[config.mk]
export PLATFORM = sky130hd
export DESIGN_NAME = counter_sweep_ctrl
export DESIGN_NICKNAME = d
export VERILOG_FILES = /design/src/rtl/counter_sweep_ctrl.sv
export SDC_FILE = /design/constraint.sdc
export NUM_CORES = 1
export LEC_CHECK = 0
export CAP_MARGIN = 20
export CORE_MARGIN = 10
export CORE_UTILIZATION = 53
export DETAILED_ROUTE_END_ITERATION = 8
export PLACE_DENSITY = 0.85
export SETUP_SLACK_MARGIN = 0.05
export SLEW_MARGIN = 10
export SYNTH_ARGS = -nofsm -noshare
export SYNTH_HDL_FRONTEND = slang
export SYNTH_SLANG_ARGS = --single-unit
export TNS_END_PERCENT = 50
[constraint.sdc]
create_clock -name clk -period 3.8 [get_ports clk]
set_clock_uncertainty 0.1 [all_clocks]
set_input_delay 0.76 -clock clk [delete_from_list [all_inputs] [get_ports clk]]
set_output_delay 0.76 -clock clk [all_outputs]
set_load 0.03 [all_outputs]
[src/rtl/counter_sweep_ctrl.sv]
// Drives an external up/down counter through hi-peak triangle sweeps, n_periods times, then parks it at 0.
// Latency: first count change one cycle after accept; cnt_rst/cnt_en are combinational from state and count_in.
// Backpressure: start is taken only when ready; start/hi/n_periods are ignored while busy; abort always wins.
module counter_sweep_ctrl #(
  parameter int WIDTH = 8,
  parameter int PW    = 8
) (
  input  logic             clk,
  input  logic             rst,
  input  logic             start,
  input  logic             abort,
  input  logic [WIDTH-1:0] hi,
  input  logic [PW-1:0]    n_periods,
  input  logic [WIDTH-1:0] count_in,
  output logic             cnt_rst,
  output logic             cnt_en,
  output logic             ready,
  output logic             busy,
  output logic             peak,
  output logic [PW-1:0]    period_cnt,
  output logic             done
);

  typedef enum logic [1:0] {IDLE, UP, DOWN} state_t;

  state_t           state_q, state_d;
  logic [WIDTH-1:0] hi_q, hi_d;
  logic [PW-1:0]    n_q, n_d;
  logic [PW-1:0]    period_cnt_q, period_cnt_d;
  logic             done_q, done_d;

  logic             count_zero;
  logic             at_peak;
  logic [PW-1:0]    period_inc;
  logic             last_period;
  logic             accept;

  assign count_zero  = (count_in == '0);
  assign at_peak     = (count_in == hi_q);
  assign period_inc  = period_cnt_q + 1'b1;
  assign last_period = (period_inc == n_q);
  // abort outranks a same-cycle start; zero peak or zero periods are silently dropped
  assign accept      = (state_q == IDLE) && start && count_zero && !abort
                       && (hi != '0) && (n_periods != '0);

  always_ff @(posedge clk) begin
    if (rst) begin
      state_q      <= IDLE;
      hi_q         <= '0;
      n_q          <= '0;
      period_cnt_q <= '0;
      done_q       <= 1'b0;
    end else begin
      state_q      <= state_d;
      hi_q         <= hi_d;
      n_q          <= n_d;
      period_cnt_q <= period_cnt_d;
      done_q       <= done_d;
    end
  end

  always_comb begin
    state_d      = state_q;
    hi_d         = hi_q;
    n_d          = n_q;
    period_cnt_d = period_cnt_q;
    done_d       = 1'b0;
    case (state_q)
      IDLE: begin
        if (accept) begin
          state_d      = UP;
          hi_d         = hi;
          n_d          = n_periods;
          period_cnt_d = '0;
        end
      end
      UP: begin
        if (abort)        state_d = IDLE;
        else if (at_peak) state_d = DOWN;
      end
      DOWN: begin
        if (abort) begin
          state_d = IDLE;
        end else if (count_zero) begin
          period_cnt_d = period_inc;
          if (last_period) begin
            state_d = IDLE;
            done_d  = 1'b1;
          end else begin
            state_d = UP;
          end
        end
      end
      default: state_d = IDLE;
    endcase
  end

  // Counter direction is decided in the same cycle count_in is seen, so it never overshoots hi_q or 0.
  always_comb begin
    cnt_rst = 1'b1;
    cnt_en  = 1'b0;
    case (state_q)
      UP: begin
        if (!abort) begin
          cnt_rst = 1'b0;
          cnt_en  = at_peak;
        end
      end
      DOWN: begin
        if (!abort && !(count_zero && last_period)) begin
          cnt_rst = 1'b0;
          cnt_en  = !count_zero;
        end
      end
      default: begin
        cnt_rst = 1'b1;
        cnt_en  = 1'b0;
      end
    endcase
  end

  assign ready      = (state_q == IDLE) && count_zero;
  assign busy       = (state_q != IDLE);
  assign peak       = (state_q == UP) && at_peak;
  assign period_cnt = period_cnt_q;
  assign done       = done_q;

endmodule

==> summary.md, run 1 <==
| Metric | Value |
|---|---|
| Io pins | `42` |
| Worst relative slew slack | `0.6630` |
| Crit path from | `count_in[5]` |
| Pins Over Slew Limit | `0` |
| MaxCap Viol Count | `0` |
| Critical Path Sink Type | `output port` |
| # rows | `20` |
| Worst min-delay path class | `reg2reg` |
| Hold Path Stages | `2` |
| DRT antenna net count | `0` |
| Util after Layout | `0.7098` |
| H-tree levels | `1` |
| Seq cells post-synth | `27` |
| GRT Util Overall | `0.1522` |
| Syn Inst Count | `196` |
| P_leak | `0.0006934 uW` |
| Syn_nets | `229` |
| Clk slew on worst S/H paths | `0.15 ns` |
| Yosys cell types | `45` |
| DRC | `0` |
| Hold_buf cts | `0` |
| Reg2reg path depth | `6` |
| Nets | `267` |
| Die Span Y | `76.98 um` |
| Setup TNS | `0 ns` |
| Clock Latency Late Sink | `0.34 ns` |
| Kind of critical path | `in2out` |
| TritonRoute pass-1 iters | `4` |
| # fillers | `265` |
| Status | `complete, no violations` |
| Final min period | `3.510 ns` |
| Post-detail-place hpwl | `3479 um` |
| First-pass GRT wire length | `7541 um` |
| Setup Buffers After CTS | `0` |
| Core ar. | `0.003078 mm2` |
| Total gr overflow | `0` |
| RSZ-0062 raised after global routing | `false` |
| CTS root buf | `clkbuf_4` |
| Via count | `1587` |
| Sequential-to-total area share from yosys stat | `0.3142` |
| Worst-margin pin slew | `0.4985 ns` |
| Period utilization | `0.9238` |
| Port bufs | `41` |
| Hold_sp | `state_q[1]` |
| FMAX | `284.9 MHz` |
| Starting density of the core | `0.5589` |
| Ant diodes | `0` |
| Syn Area/Cell | `8.778 um2` |
| VDD IR max | `219.2 uV` |
| Critical Path RT | `2.94 ns` |
| Vias per cell | `5.729` |
| Die Area | `0.005925 mm2` |
| Longest Clk Path Bufs | `2` |
| Initial antenna violation count | `0` |
| P per Cell Area | `225.9 mW/mm2` |
| Post-DR wirelength/cell | `16.14 um` |
| Routability cong. | `0.8158` |
| Starting DRT DRC Count | `82` |
| Largest net degree at the start of global routing | `17` |
| Setup violations, final | `0` |
| YS warnings | `0` |
| Critical path data arrival time | `2.65 ns` |
| Worst r2r src | `state_q[0]` |
| Routed wire length | `4471 um` |
| Maximum fanout along the worst path | `3` |
| Clock buffer count from CTS | `3` |
| Sink Count | `27` |
| Die Wd | `76.98 um` |
| Crit start category | `input port` |
| Vias in the first global route | `1588` |
| TritonCTS clock tree | `built` |
| Synthesized area | `0.001720 mm2` |
| Area grow syn2layout | `26.98%` |
| Post-CTS Resized | `0` |
| Hold Vio Cnt, Final | `0` |
| Layout cell share with drive strength beyond 1 | `0.06867` |
[per-stage QoR]
stage | power (uW) | instance area [um2] | hold WS (ns) | instances | setup slack, ns
floorplan | 319.7 | 1720 | 0.3751 | 196 | 0.6063
global route | 510.6 | 2185 | 0.4596 | 277 | 0.1987
global placement | 364.0 | 2155 | 0.3974 | 273 | 0.3193
finish | 493.5 | 2185 | 0.4279 | 277 | 0.2896
CTS | 497.7 | 2185 | 0.4291 | 277 | 0.2726
detailed placement | 365.2 | 2155 | 0.4029 | 273 | 0.2731
[routing by layer]
layer	track usage	wire length, um
met5	0	0
met4	0.04562	40
met3	0.04312	247
met2	0.2563	2242
met1	0.1826	1940
[final timing paths]
kind,to,slack (ns)
setup / recovery,cnt_en,0.29
hold / removal,state_q[1],0.43
setup reg to reg,period_cnt[2],1.63
hold reg to reg,state_q[1],0.43
[synthesized netlist by cell type (all sizes together)]
| master | instances | area [um2] |
|---|---|---|
| dfxtp | 27 | 540.5 |
| nor2 | 22 | 90.09 |
| mux2i | 16 | 160.2 |
| xnor2 | 14 | 122.6 |
| nand3 | 9 | 45.04 |
| a21oi | 8 | 40.04 |
| nor3 | 8 | 40.04 |
| clkbuf | 7 | 26.28 |
| nand2 | 7 | 28.78 |
| nor4 | 6 | 82.58 |
| o21ai | 6 | 33.78 |
| a32o | 5 | 50.05 |
| ha | 5 | 62.56 |
| inv | 5 | 18.77 |
| nand4 | 5 | 31.28 |
| and3 | 4 | 25.02 |
| and4 | 4 | 35.03 |
| buf | 4 | 25.02 |
| nand2b | 4 | 25.02 |
| nand4b | 4 | 35.03 |
| nor2b | 3 | 18.77 |
| o211ai | 3 | 22.52 |
| o21a | 2 | 15.01 |
| or4 | 2 | 15.01 |
| xor2 | 2 | 17.52 |
| a211o | 1 | 8.760 |
| a21o | 1 | 7.510 |
| a311oi | 1 | 8.760 |
| a31o | 1 | 8.760 |
| a31oi | 1 | 6.260 |
| a41o | 1 | 10.01 |
| a41oi | 1 | 8.760 |
| and2 | 1 | 6.260 |
| clkinv | 1 | 3.750 |
| nor4b | 1 | 8.760 |
| o21ba | 1 | 10.01 |
| o21bai | 1 | 7.510 |
| o32a | 1 | 10.01 |
| o32ai | 1 | 8.760 |
[cell type report]
class                      instances  area (um2)  area share
multi-input combinational        152        1106      0.5063
sequential                        27       540.5      0.2474
timing repair buffer              44       430.4      0.1970
tap                               44       55.05     0.02520
clock buffer                       3       22.52     0.01031
inverter                           6       22.52     0.01031
clock inverter                     1       7.507    0.003436
[worst max-delay path: stages]
cell             delay [ns]
clkdlybuf4s50_1        0.54
xnor2_1                0.15
nand4_1                0.15
nor2_1                 0.19
a21oi_1                0.09
nor2b_1                0.11
clkdlybuf4s50_1        0.67
[placed cells by master, fill, tap and decap left out, types with 2 or more instances in the layout]
cell              n
nand3_1           9
nor3_1            8
and4_1            4
or4_1             2
o21ai_0           5
xor2_1            2
buf_4             4
dfxtp_1          27
xnor2_1          14
nand4b_1          4
nor4_4            3
nor2_1           21
a21oi_1           8
mux2i_1          16
clkbuf_4          3
nand2_1           6
inv_1             5
and3_1            4
a32o_1            5
nor4_1            3
nand4_1           5
o211ai_1          3
clkdlybuf4s50_1  40
nor2b_1           3
nand2b_1          4
o21a_1            2
ha_1              5
[power by group]
group	switching [uW]	total [uW]	internal (uW)	leakage (uW)
registers	0.890	285	284	0.000217
logic	35.8	74.8	39.1	0.000462
clock network	93.3	134	40.5	0.0000139
total	130	494	364	0.000693
[logic make-up after synthesis]
| group | Yosys count | share of synthesized area |
|---|---|---|
| muxes | 16 | 0.09309 |
| and+or+nand+nor | 80 | 0.2829 |
| adders and majority gates | 5 | 0.03636 |
| AOI/OAI and AO/OA | 35 | 0.1491 |
| buffers and inverters | 17 | 0.04291 |
| DFF | 27 | 0.3142 |
| xor gates and xnor gates | 16 | 0.08146 |
[state kept, by name, summed over array words and instances (netlist names)]
register    count
done            1
hi_q            8
n_q             8
period_cnt      8
state_q         2
No activity file was read; power rests on OpenSTA's default activity.
==> run 2: changes to the inputs <==
--- a/config.mk
+++ b/config.mk
@@ -9,6 +9,7 @@
 export CORE_MARGIN = 10
 export CORE_UTILIZATION = 53
 export DETAILED_ROUTE_END_ITERATION = 8
+export HOLD_SLACK_MARGIN = 0.03
 export PLACE_DENSITY = 0.85
 export SETUP_SLACK_MARGIN = 0.05
 export SLEW_MARGIN = 10
==> results of run 2 <==
No change in the layout: final DEF, timing and power equal those of run 1.
==> run 3: changes to the inputs <==
--- a/config.mk
+++ b/config.mk
@@ -8,11 +8,11 @@
 export CAP_MARGIN = 20
 export CORE_MARGIN = 10
 export CORE_UTILIZATION = 53
+export CTS_CLUSTER_DIAMETER = 200
 export DETAILED_ROUTE_END_ITERATION = 8
 export HOLD_SLACK_MARGIN = 0.03
 export PLACE_DENSITY = 0.85
 export SETUP_SLACK_MARGIN = 0.05
-export SLEW_MARGIN = 10
 export SYNTH_ARGS = -nofsm -noshare
 export SYNTH_HDL_FRONTEND = slang
 export SYNTH_SLANG_ARGS = --single-unit
==> results of run 3 <==
No change in the layout: final DEF, timing and power equal those of run 1.
